`config.mk`:
```
export PLATFORM = sky130hd
export DESIGN_NAME = fetch_sequencer
export DESIGN_NICKNAME = d
export VERILOG_FILES = /design/src/rtl/fetch_seq_pkg.sv /design/src/rtl/fetch_redirect_buf.sv /design/src/rtl/fetch_sequencer.sv
export SDC_FILE = /design/constraint.sdc
export NUM_CORES = 1
export LEC_CHECK = 0
export ABC_CLOCK_PERIOD_IN_PS = 3700
export BUFFER_PORTS_ARGS = -buffer_cell sky130_fd_sc_hd__buf_2
export CAP_MARGIN = 25
export CELL_PAD_IN_SITES_DETAIL_PLACEMENT = 0
export CELL_PAD_IN_SITES_GLOBAL_PLACEMENT = 1
export CORE_MARGIN = 2
export CORE_UTILIZATION = 40
export DETAILED_ROUTE_END_ITERATION = 10
export GPL_TIMING_DRIVEN = 0
export HOLD_SLACK_MARGIN = 0.1
export PLACE_DENSITY = 0.87
export SYNTH_ARGS = -nofsm -noshare
export SYNTH_HDL_FRONTEND = slang
export SYNTH_SLANG_ARGS = --single-unit
```
`constraint.sdc`:
```
create_clock -name w_clk -period 3.7 [get_ports w_clk]
set_clock_uncertainty 0.1 [all_clocks]
set_input_delay 0.37 -clock w_clk [delete_from_list [all_inputs] [get_ports w_clk]]
set_output_delay 0.37 -clock w_clk [all_outputs]
set_load 0.05 [all_outputs]
```
`src/rtl/fetch_seq_pkg.sv`:
```
// fetch_seq_pkg: shared types and constants for the fetch sequencer.
//   fetch_state_e  : sequencer FSM states (BOOT, FETCH, SLOT)
//   PC_INC         : sequential fetch increment
//   PC_ALIGN_MASK  : low address bits forced to zero on redirect targets
//   align_pc()     : applies PC_ALIGN_MASK to a 32-bit address
package fetch_seq_pkg;

  typedef enum logic [1:0] {
    ST_BOOT  = 2'd0,
    ST_FETCH = 2'd1,
    ST_SLOT  = 2'd2
  } fetch_state_e;

  localparam logic [31:0] PC_INC        = 32'd4;
  localparam logic [1:0]  PC_ALIGN_MASK = 2'b11;

  function automatic logic [31:0] align_pc(input logic [31:0] pc);
    return {pc[31:2], pc[1:0] & ~PC_ALIGN_MASK};
  endfunction

endpackage

```
`src/rtl/fetch_redirect_buf.sv`:
```
// fetch_redirect_buf: one-entry buffer for a redirect target that must wait
// for the delay-slot fetch to complete. Only used when
// FETCH_SEQ_DELAY_SLOT_EN is defined.
//   clk_i, rst_ni  : clock, asynchronous active-low reset
//   load_i         : capture target_i and mark the entry valid
//   target_i       : aligned redirect target
//   clear_i        : pending target consumed (handshake in SLOT)
//   drop_i         : redirect arrived while one is pending (sets sticky error)
//   pending_o      : entry valid
//   target_o       : buffered target
//   slot_err_o     : sticky double-redirect error
module fetch_redirect_buf
  import fetch_seq_pkg::*;
(
  input  logic        clk_i,
  input  logic        rst_ni,
  input  logic        load_i,
  input  logic [31:0] target_i,
  input  logic        clear_i,
  input  logic        drop_i,
  output logic        pending_o,
  output logic [31:0] target_o,
  output logic        slot_err_o
);

  logic        pending_q, pending_d;
  logic [31:0] target_q, target_d;
  logic        err_q, err_d;

  always_comb begin
    pending_d = pending_q;
    target_d  = target_q;
    err_d     = err_q | drop_i;
    if (load_i) begin
      pending_d = 1'b1;
      target_d  = align_pc(target_i);
    end else if (clear_i) begin
      pending_d = 1'b0;
    end
  end

  always_ff @(posedge clk_i or negedge rst_ni) begin
    if (!rst_ni) begin
      pending_q <= 1'b0;
      target_q  <= '0;
      err_q     <= 1'b0;
    end else begin
      pending_q <= pending_d;
      target_q  <= target_d;
      err_q     <= err_d;
    end
  end

  assign pending_o  = pending_q;
  assign target_o   = target_q;
  assign slot_err_o = err_q;

endmodule

```
`src/rtl/fetch_sequencer.sv`:
```
// fetch_sequencer: owns the fetch PC and selects the next-PC source every
// cycle (sequential +4, decode redirect, or hold for stall / slow memory).
// Optional feature macro: FETCH_SEQ_DELAY_SLOT_EN (MIPS delay-slot redirects
// buffered through fetch_redirect_buf; otherwise redirects flush).
//   w_clk, w_rst_n       : clock, asynchronous active-low reset
//   w_stall              : hazard stall, holds PC and suppresses fetch
//   w_redirect_valid     : taken branch / jump pulse from decode
//   w_redirect_pc_32     : redirect target (low two bits ignored)
//   w_imem_ready         : instruction memory accepts the fetch this cycle
//   w_pc_32              : current fetch address
//   w_fetch_valid        : fetch request valid
//   w_flush              : kill the instruction in the fetch/decode register
//   w_redirect_pending   : buffered redirect waiting (SLOT)
//   w_slot_err           : sticky, redirect arrived while one was pending
module fetch_sequencer
  import fetch_seq_pkg::*;
#(
  parameter logic [31:0] RESET_PC    = 32'h0000_0000,
  parameter int unsigned BOOT_CYCLES = 2
) (
  input  logic        w_clk,
  input  logic        w_rst_n,
  input  logic        w_stall,
  input  logic        w_redirect_valid,
  input  logic [31:0] w_redirect_pc_32,
  input  logic        w_imem_ready,
  output logic [31:0] w_pc_32,
  output logic        w_fetch_valid,
  output logic        w_flush,
  output logic        w_redirect_pending,
  output logic        w_slot_err
);

  localparam logic [3:0] BOOT_LAST = 4'(BOOT_CYCLES - 1);

  fetch_state_e state_q, state_d;
  logic [3:0]   boot_cnt_q, boot_cnt_d;
  logic [31:0]  pc_q, pc_d;
  logic         flush_q, flush_d;
  logic         handshake;
  logic [31:0]  redirect_tgt;

`ifdef FETCH_SEQ_DELAY_SLOT_EN
  logic        buf_load, buf_clear, buf_drop;
  logic        buf_pending;
  logic [31:0] buf_target;
`endif

  assign w_fetch_valid = (state_q != ST_BOOT) & ~w_stall;
  assign handshake     = w_fetch_valid & w_imem_ready;
  assign redirect_tgt  = align_pc(w_redirect_pc_32);

  always_comb begin
    state_d    = state_q;
    boot_cnt_d = boot_cnt_q;
    pc_d       = pc_q;
    flush_d    = 1'b0;
`ifdef FETCH_SEQ_DELAY_SLOT_EN
    buf_load   = 1'b0;
    buf_clear  = 1'b0;
    buf_drop   = 1'b0;
`endif
    case (state_q)
      ST_BOOT: begin
        boot_cnt_d = boot_cnt_q + 4'd1;
        if (boot_cnt_q == BOOT_LAST) state_d = ST_FETCH;
      end
      ST_FETCH: begin
        if (w_redirect_valid) begin
`ifdef FETCH_SEQ_DELAY_SLOT_EN
          // The in-flight address is the delay slot: redirect only once it
          // has been accepted, otherwise park the target until it is.
          if (handshake) begin
            pc_d = redirect_tgt;
          end else begin
            buf_load = 1'b1;
            state_d  = ST_SLOT;
          end
`else
          pc_d    = redirect_tgt;
          flush_d = 1'b1;
`endif
        end else if (handshake) begin
          pc_d = pc_q + PC_INC;
        end
      end
`ifdef FETCH_SEQ_DELAY_SLOT_EN
      ST_SLOT: begin
        buf_drop = w_redirect_valid;
        if (handshake) begin
          pc_d      = buf_target;
          buf_clear = 1'b1;
          state_d   = ST_FETCH;
        end
      end
`endif
      default: state_d = ST_BOOT;
    endcase
  end

  always_ff @(posedge w_clk or negedge w_rst_n) begin
    if (!w_rst_n) begin
      state_q    <= ST_BOOT;
      boot_cnt_q <= '0;
      pc_q       <= RESET_PC;
      flush_q    <= 1'b0;
    end else begin
      state_q    <= state_d;
      boot_cnt_q <= boot_cnt_d;
      pc_q       <= pc_d;
      flush_q    <= flush_d;
    end
  end

  assign w_pc_32 = pc_q;
  assign w_flush = flush_q;

`ifdef FETCH_SEQ_DELAY_SLOT_EN
  fetch_redirect_buf u_redirect_buf (
    .clk_i      (w_clk),
    .rst_ni     (w_rst_n),
    .load_i     (buf_load),
    .target_i   (redirect_tgt),
    .clear_i    (buf_clear),
    .drop_i     (buf_drop),
    .pending_o  (buf_pending),
    .target_o   (buf_target),
    .slot_err_o (w_slot_err)
  );

  assign w_redirect_pending = buf_pending;
`else
  assign w_redirect_pending = 1'b0;
  assign w_slot_err         = 1'b0;
`endif

endmodule

```
==> results of run 1 <==
-- cell type report --
cell class	instances	area share, %
Multi-Input combinational cell	208	45.5
Timing Repair Buffer	66	11.7
Buffer	22	3.72
Sequential cell	36	31.9
Tap cell	72	3.19
Inverter	4	0.532
Clock buffer	7	3.41
-- state kept, by name (all words and copies together) (netlist names) --
register / count
w_pc_32: 30
boot_cnt_q: 4
w_flush: 1
state_q: 1
-- stage by stage --
| step | hold slack (ps) | cells | setup WS, ps |
|---|---|---|---|
| 4_1_cts | 108 | 415 | 1580 |
| 3_5_place_dp | 373 | 408 | 1350 |
| 3_3_place_gp | 363 | 408 | 1370 |
| 2_1_floorplan | -25.6 | 270 | 1550 |
| 6_report | 72.5 | 415 | 1530 |
| 5_1_grt | 146 | 415 | 1410 |
-- final timing paths --
path | cells past startpoint | start | endpoint | slack, ps
hold reg to reg | 1 | boot_cnt_q[3] | boot_cnt_q[3] | 380
setup reg to reg | 4 | state_q[0] | w_pc_32[13] | 1530
min in group w_clk | 3 | w_redirect_pc_32[31] | w_pc_32[31] | 230
setup / recovery | 4 | state_q[0] | w_pc_32[13] | 1530
hold / removal | 1 | w_rst_n | w_pc_32[26] | 70
max in group asynchronous | 1 | w_rst_n | w_pc_32[8] | 2880
-- routing by layer --
| layer | vias up | GRT usage [%] | part of all wire, % |
|---|---|---|---|
| met4 | 0 | 7.63 | 1.7 |
| met3 | 12 | 3.96 | 6.5 |
| li1 | 1156 | - | - |
| met1 | 1161 | 32.6 | 46 |
| met5 | - | 0 | 0 |
| met2 | 105 | 35.8 | 46 |
-- report_power, final --
group	switching (mW)	total, mW	internal [mW]
logic	0.298	0.412	0.114
registers	0.0693	0.507	0.438
clock network	0.148	0.314	0.166
-- cell families after synthesis --
logic type,synth area share [%]
compound gates,25.5
xor+xnor,1.14
fa+ha+maj,1.64
buf+inv,5.23
flops,39.2
mux,0.872
other cells,0.163
simple gates,26.2
-- layout by cell type, fill, tap and decap left out, drive strengths merged, types with 2 or more instances in the layout --
cell and count:
mux2i 2, dfrtp 36, a22oi 3, clkbuf 17, ha 3, o22a 5, a31o 2, nand2 20
nor2b 2, o21a 5, and2 4, nor2 22, o21ai 20, xnor2 3, nand4 9, inv 4
a31oi 5, nor4 2, buf 78, conb 4, nor3 14, a32o 3, a41o 2, a211oi 2
nand3 11, a311oi 8, and3 12, a21o 4, a21oi 20, a2bb2oi 4, and4 3, or3 4
==> results by group, run 1 <==
STA
  – Peak Freq: 0.461 GHz
  – Period utilisation layout: 58.7%
  – Total negative slack: 0 ps
  – RSZ-0062 raised after global routing: no
  – Final hold viol count: 0
  – Worst slew margin relative to its limit: 43.7%
  – Setup violators final: 0
  – Post-route minimum period: 2170 ps
  – Worst slew pin tran: 845 ps
  – Max-slew violation count: 0

Worst setup path
  – Crit path buffers/inverters: 2
  – Critical path launch point type: flip-flop
  – Max stage delay on crit path: 520 ps
  – Critical path peak fanout: 10
  – Worst EP arrival: 2210 ps
  – Delay-heaviest family, CP: buffers and inverters
  – Worst path cell trace: o21ai_1 > clkbuf_1 > buf_1 > o221ai_1
  – Required time worst endpoint: 3740 ps
  – CP max stage cell: buf_1
  – Crit end category: flip-flop
  – Crit Path Category: reg2reg

Route
  – Vias: 2434
  – Routed wire length: 7010 um
  – DR WL/cell: 16.9 um
  – Remaining antenna violation count: 0
  – Drt pass-1 iters: 5
  – Initial DRC Count: 206
  – DRC viols: 0
  – Vias per inst: 5.87

Floorplan
  – Die area: 6360 um2
  – IO Count: 73
  – Chip Height: 79.8 um
  – FP Rows: 27
  – Initial Util: 41.4%
  – Die width: 79.8 um
  – Core area: 5540 um2

Clocking
  – Cts-stage hold buffer count: 0
  – TritonCTS clock tree: done
  – Post-CTS Setup Bufs: 0
  – Clock-pin slew on the worst setup and hold paths: 70 ps
  – Number of buffers created by CTS: 5
  – Cts repair resizes: 0
  – # H-tree levels: 2
  – Clk sink count: 36
  – Clk buf depth: 2
  – Worst-Skew Late Latency: 290 ps
  – Root buffer selected by CTS: clkbuf_8

Finish
  – Final core utilization: 51.0%
  – Post-layout nets: 383
  – Sequential Area: 901 um2
  – Multi-input gate area: 1290 um2
  – P&R area growth vs syn: 23.0%
  – Post-route cell area: 2820 um2
  – # diodes: 0
  – Fill count: 578
  – Layout cells sized above 1: 25.7%

Yosys
  – Top cells by count, synth: dfrtp_1, nor2_1, a21oi_1, nand2_1, o21ai_0
  – Async set-or-reset flop fraction in the synthesized netlist: 100%
  – Yosys reg bits: 36
  – Synth Cell Area: 2300 um2
  – Yosys top cell area share: 39.2%
  – Mean Syn Cell Area: 8.60 um2
  – Ys flop type: dfrtp_1
  – Leading area contributor after synthesis: dfrtp_1
  – Distinct cells, synth: 50
  – Count leader, synth: dfrtp_1
  – Post-Syn Instances: 267
  – Post-synth EDFFs: 0
  – Yosys warns: 0
  – Ranking of synthesized cells by area: dfrtp_1, a21oi_1, o21ai_0
  – Post-synthesis sequential area ratio: 39.2%

GRT
  – Total GRT Usage: 23.1%
  – First-pass GRT wire length: 11300 um
  – Number of global-route vias before repair: 2275
  – Initial antenna violation count: 0
  – Pin count of the biggest net entering global routing: 37
  – Total gr overflow: 0

Hold path
  – Hold WC Path Type: in2async

Placement
  – Post-DP HPWL: 4930 um
  – Placer congestion estimate: 0.852
  – I/O Buffers: 66
  – Area of placed instances: 2730 um2

Pwr
  – Leak: 1.24 nW
  – PD cells: 437 nW/um2
  – Max VDD drop: 0.184 mV
  – Pwr Total: 1.23 mW

Flow run
  – Max-cap violations: 0

Outcome
  – Status: complete, no violations
(Power assumes the default switching activity.)
==> run 2, diff against run 1 <==
Settings changed: ABC_CLOCK_PERIOD_IN_PS 3700 to 1820, CORE_UTILIZATION 40 to 34, PLACE_DENSITY 0.87 to 0.79.
Clock period 3.7 ns to 1.82 ns, I/O delays scaled along.
==> run 2 against run 1 <==
Net effect: flip-flop and latch count unchanged; first-iteration DRC count down 33%; via count up 1.1%; critical path depth up 2; clock power up 96%; critical path type unchanged.
==> results by group, run 2 (synthesized netlist as in run 1, its figures left out) <==
Floorplan
  – Chip Height: 86.2 um (+8.0%)
  – IO Count: 73 (unchanged)
  – Core area: 6420 um2 (+16%)
  – Initial Util: 35.7% (-5.7 points)
  – Die width: 86.2 um (+8.0%)
  – Die area: 7430 um2 (+17%)
  – FP Rows: 29 (+7.4%)

Hold path
  – Hold Path Sink: w_pc_32[8]
  – Hold WC Path Type: in2reg
  – Hold path startpoint: w_redirect_pc_32[8]
  – WHS Path Cells: 3

Pwr
  – Max VDD drop: 0.303 mV (+64%)
  – Leak: 1.39 nW (+12%)
  – PD cells: 832 nW/um2 (+90%)

Finish
  – Most frequent cells in the layout: buf_2, dfrtp_2, nor2_1, buf_4
  – Fill count: 640 (+11%)
  – P&R area growth vs syn: 36.0%
  – Post-layout nets: 405 (+5.7%)
  – Commonest non-fill, non-tap cell in the layout: buf_2
  – # diodes: 0 (unchanged)
  – Layout cells sized above 1: 38.5% (+13 points)
  – Max reg flops: 30 (unchanged)

Clocking
  – Root buffer selected by CTS: clkbuf_8
  – Number of buffers created by CTS: 5 (unchanged)
  – Clk sink count: 36 (unchanged)
  – # H-tree levels: 2 (unchanged)
  – Clock-pin slew on the worst setup and hold paths: 80 ps (about the same)
  – TritonCTS clock tree: done
  – Worst-Skew Late Latency: 300 ps (about the same)
  – Clk buf depth: 2 (unchanged)

GRT
  – Initial antenna violation count: 0 (unchanged)
  – First-pass GRT wire length: 12200 um (+7.9%)
  – Total gr overflow: 0 (unchanged)
  – Number of global-route vias before repair: 2332 (+2.5%)
  – Pin count of the biggest net entering global routing: 37 (unchanged)
  – Total GRT Usage: 20.9% (-2.1 points)

STA
  – Setup violators final: 0 (unchanged)
  – Peak Freq: 0.557 GHz (+21%)
  – Post-route minimum period: 1790 ps (-375 ps)
  – Worst slew margin relative to its limit: 42.7% (-0.97 points)
  – Total negative slack: 0 ps (unchanged)
  – Hold slack final: 102 ps (+29.2 ps)
  – Max-slew violation count: 0 (unchanged)
  – RSZ-0062 raised after global routing: yes
  – Final hold viol count: 0 (unchanged)
  – Worst slew pin tran: 859 ps (+14.5 ps)
  – Period utilisation layout: 98.6% (+40 points)

Worst setup path
  – R2R Setup Slk: 30 ps (-1500 ps)
  – R2R cell count: 6 (+2)
  – Critical path peak fanout: 6 (-4)
  – Crit Path Category: reg2reg
  – Critical path launch point type: flip-flop
  – Worst EP arrival: 1890 ps (-320 ps)
  – Reg2reg start: w_pc_32[10]
  – Required time worst endpoint: 1910 ps (-1830 ps)
  – FF-to-FF End: w_pc_32[19]
  – Crit end category: flip-flop

Route
  – Drt pass-1 iters: 4 (-1)
  – Initial DRC Count: 137 (-33%)
  – Vias per inst: 5.56 (-5.3%)
  – DR WL/cell: 17.0 um (+0.88%)
  – Remaining antenna violation count: 0 (unchanged)
  – DRC viols: 0 (unchanged)
  – Vias: 2461 (+1.1%)
  – Routed wire length: 7550 um (+7.7%)

Flow run
  – Max-cap violations: 0 (unchanged)

Placement
  – Placer congestion estimate: 0.832 (-2.4%)
  – Post-DP HPWL: 5280 um (+6.9%)
  – I/O Buffers: 66 (unchanged)

Outcome
  – Status: complete, no violations
-- run 2: critical path, cell delays in order (launching register included) --
cell	delay [ps]
dfrtp_2	410
and4_1	230
buf_6	130
nand2_2	120
nor3_4	330
nand4_1	140
a31o_1	230
-- run 2: per-stage QoR --
stage	std cells	setup slack (ps)	cell area [um2]	util, %	total power, mW
global placement	413	-361	2800	43.5	1.91
floorplan	270	-39.8	2370	-	1.66
finish	443	25.3	3120	48.6	2.60
global route	443	-84.4	3120	48.6	2.75
CTS	429	16.3	2980	46.4	2.55
detailed placement	413	-450	2800	43.5	1.92
-- run 2: timing repair --
item	CTS	global route
setup endpoints to repair	21	28
hold buffers	7	0
hold endpoints to repair	42	0
gates resized for setup	7	14
cloned	0	0
pin swaps	3	10
buffers inserted	1	16
-- run 2: how the worst max path moves through the flow --
| stage | start | slack (ps) | endpoint | cells past startpoint |
|---|---|---|---|---|
| 2_1_floorplan | w_pc_32[2] | -40 | w_pc_32[18] | 6 |
| 3_3_place_gp | w_imem_ready | -360 | w_pc_32[8] | 6 |
| 3_5_place_dp | w_imem_ready | -450 | w_pc_32[13] | 6 |
| 4_1_cts | w_pc_32[10] | 20 | w_pc_32[20] | 6 |
| 5_1_grt | w_pc_32[2] | -80 | w_pc_32[30] | 6 |
| 6_report | w_pc_32[10] | 30 | w_pc_32[19] | 6 |
-- run 2: report_power, final --
part,total (mW),leakage (nW),internal (mW),switching (mW)
combinational,0.937,0.946,0.298,0.639
sequential,1.05,0.394,0.904,0.143
clock,0.614,0.0455,0.309,0.305
-- run 2: layout make-up --
cell class | count | area (um2) | share of cell area (%)
multi-input cells | 208 | 1350 | 43.1
flip-flops and latches | 36 | 928 | 29.7
repair buffers | 90 | 528 | 16.9
plain buffers | 20 | 119 | 3.81
well taps | 77 | 96.3 | 3.08
clock buffers | 8 | 90.1 | 2.88
inverters | 4 | 15.0 | 0.481
-- run 2: per-layer routing --
metal / share of wire [%] / routed length [um] / vias up / global-route usage (%)
met4: 0.93 / 70 / 0 / 5.40
met2: 48 / 3620 / 65 / 33.9
met1: 47 / 3520 / 1191 / 29.4
li1: - / - / 1199 / -
met3: 4.5 / 341 / 6 / 3.24
met5: 0 / 0 / - / 0
==> run 3, diff against run 2 <==
Settings changed: SETUP_SLACK_MARGIN set to 0.4.
==> run 3 against run 2 <==
Net effect: cell count up 7.7%; largest power group is now combinational cells; setup slack better by 38 ps; critical path depth increased by 1; first-iteration DRC count is 28% higher; sequential power fell by 4%; fmax is 2.2% higher; flip-flop and latch count unchanged; clock power down 0.7%; via count rose by 10%; global-route usage is 1.4 points higher.
==> results by group, run 3 (synthesized netlist as in run 1, its figures left out) <==
Clocking
  – Worst-Skew Late Latency: 290 ps (about the same)
  – Clk buf depth: 2 (unchanged)
  – Number of buffers created by CTS: 5 (unchanged)
  – Clk sink count: 36 (unchanged)
  – # H-tree levels: 2 (unchanged)
  – Root buffer selected by CTS: clkbuf_8
  – Clock-pin slew on the worst setup and hold paths: 80 ps (about the same)
  – TritonCTS clock tree: done

Pwr
  – Switching share of power: 41.6% (-0.29 points)
  – NetSw: 1.16 mW (+6.2%)
  – Leak: 1.67 nW (+20%)
  – Share of power burned in registers: 36.5% (-3.8 points)
  – Max VDD drop: 0.292 mV (-3.7%)
  – Pwr Total: 2.78 mW (+7.0%)
  – PD cells: 765 nW/um2 (-8.1%)
  – Combinational share of power: 41.6% (+5.6 points)
  – Clock share of power: 21.9% (-1.7 points)
  – P_int: 1.62 mW (+7.5%)

Placement
  – Placer congestion estimate: 0.825 (-0.82%)
  – Post-DP HPWL: 5310 um (+0.62%)
  – I/O Buffers: 66 (unchanged)
  – Dpl ws: -228 ps (+223 ps)
  – Area of placed instances: 2830 um2 (+1.3%)

STA
  – Peak Freq: 0.569 GHz (+2.2%)
  – Worst slew margin relative to its limit: 42.0% (-0.70 points)
  – Setup violators final: 0 (unchanged)
  – Worst slew pin tran: 870 ps (+10.6 ps)
  – Max-slew violation count: 0 (unchanged)
  – Total negative slack: 0 ps (unchanged)
  – Final setup margin: 63.4 ps (+38.2 ps)
  – Hold slack final: 106 ps (+3.99 ps)
  – Post-route minimum period: 1760 ps (-38.2 ps)
  – Final hold viol count: 0 (unchanged)
  – RSZ-0062 raised after global routing: yes
  – Period utilisation layout: 96.5% (-2.1 points)

Route
  – DR WL/cell: 17.6 um (+3.4%)
  – Remaining antenna violation count: 0 (unchanged)
  – Initial DRC Count: 175 (+28%)
  – Vias per inst: 5.70 (+2.6%)
  – Drt pass-1 iters: 4 (unchanged)
  – Vias: 2718 (+10%)
  – Routed wire length: 8400 um (+11%)
  – DRC viols: 0 (unchanged)

Finish
  – Post-layout nets: 439 (+8.4%)
  – Post-route cell area: 3640 um2 (+16%)
  – # diodes: 0 (unchanged)
  – Layout cells sized above 1: 50.5% (+12 points)
  – Most frequent cells in the layout: buf_2, buf_4, dfrtp_2
  – Fill count: 603 (-5.8%)
  – Commonest non-fill, non-tap cell in the layout: buf_2
  – P&R area growth vs syn: 58.4%
  – Max reg flops: 30 (unchanged)

Floorplan
  – FP Rows: 29 (unchanged)
  – Initial Util: 35.7% (unchanged)
  – Core area: 6420 um2 (unchanged)
  – Die area: 7430 um2 (unchanged)
  – IO Count: 73 (unchanged)
  – Die width: 86.2 um (unchanged)
  – Chip Height: 86.2 um (unchanged)

GRT
  – Total GRT Usage: 22.3% (+1.4 points)
  – Pin count of the biggest net entering global routing: 37 (unchanged)
  – Number of global-route vias before repair: 2546 (+9.2%)
  – First-pass GRT wire length: 13000 um (+6.7%)
  – Total gr overflow: 0 (unchanged)
  – Initial antenna violation count: 0 (unchanged)

Worst setup path
  – Required time worst endpoint: 1910 ps (about the same)
  – Critical path launch point type: flip-flop
  – Worst EP arrival: 1840 ps (-50 ps)
  – Critical path peak fanout: 5 (-1)
  – Crit end category: flip-flop
  – Worst path cell trace: and3_4 > buf_6 > nand4_1 > buf_4 > nor3_4 > nand3_1 > a31o_2
  – R2R Setup Slk: 60 ps (+40 ps)
  – Crit Path Category: reg2reg
  – CP max stage cell: dfrtp_2
  – Max stage delay on crit path: 370 ps (-40 ps)

Flow run
  – Max-cap violations: 0 (unchanged)

Outcome
  – Status: complete, no violations

Hold path
  – Hold WC Path Type: in2reg
run 3: changes by cell type in the layout (fill, tap and decap cells not counted), sizes merged:
cell / previous run / this run
clkbuf: 17 / 19
buf: 94 / 121
dlygate4sd3: 7 / 12
run 3: through the flow:
stage | cells | util, %
floorplan | 270 | -
finish | 477 | 56.6
CTS | 467 | 53.5
global placement | 413 | 44.1
global route | 477 | 56.6
detailed placement | 413 | 44.1
run 3: layout make-up:
class	instances	area [um2]	share of cell area, %
timing repair buffer	122	818	22.5
inverter	4	15.0	0.413
buffer	22	183	5.02
clock buffer	8	90.1	2.48
multi-input combinational	208	1500	41.3
sequential	36	933	25.7
tap	77	96.3	2.65
run 3: layer usage:
layer	vias to the layer above	share of wire, %	track usage (%)
li1	1267	-	-
met1	1335	43	30.4
met2	108	49	37.1
met3	8	7.6	3.62
met4	0	1.1	5.82
met5	-	0	0
run 3: path summary, 6_finish.rpt:
check,cells past startpoint,startpoint,to
max in group asynchronous,2,w_rst_n,w_pc_32[27]
min reg2reg,1,boot_cnt_q[3],boot_cnt_q[3]
max reg2reg,7,w_pc_32[15],w_pc_32[25]
min,3,w_redirect_pc_32[9],w_pc_32[9]
max,7,w_pc_32[15],w_pc_32[25]
min in group asynchronous,2,w_rst_n,w_pc_32[25]
run 3: worst max-delay path: cells and delay by family, from the launching register on:
kind,cells,cell delay [ps]
flops,1,370
simple gates,4,640
compound gates,1,250
buf+inv,2,290
run 3: power by group through the flow:
stage	combinational, mW	clock [mW]	sequential [mW]
floorplan	0.307	0	1.36
global placement	0.860	0	1.06
detailed placement	0.867	0	1.07
CTS	1.10	0.623	1.00
global route	1.23	0.661	1.03
finish	1.16	0.610	1.01
run 3: timing repair:
| item | 4_1_cts | 5_1_grt |
|---|---|---|
| hold endpoints to repair | 45 | 2 |
| gates resized for setup | 41 | 41 |
| hold buffers | 10 | 2 |
| setup endpoints to repair | 31 | 33 |
| setup buffers | 36 | 8 |
| pin swaps | 30 | 15 |
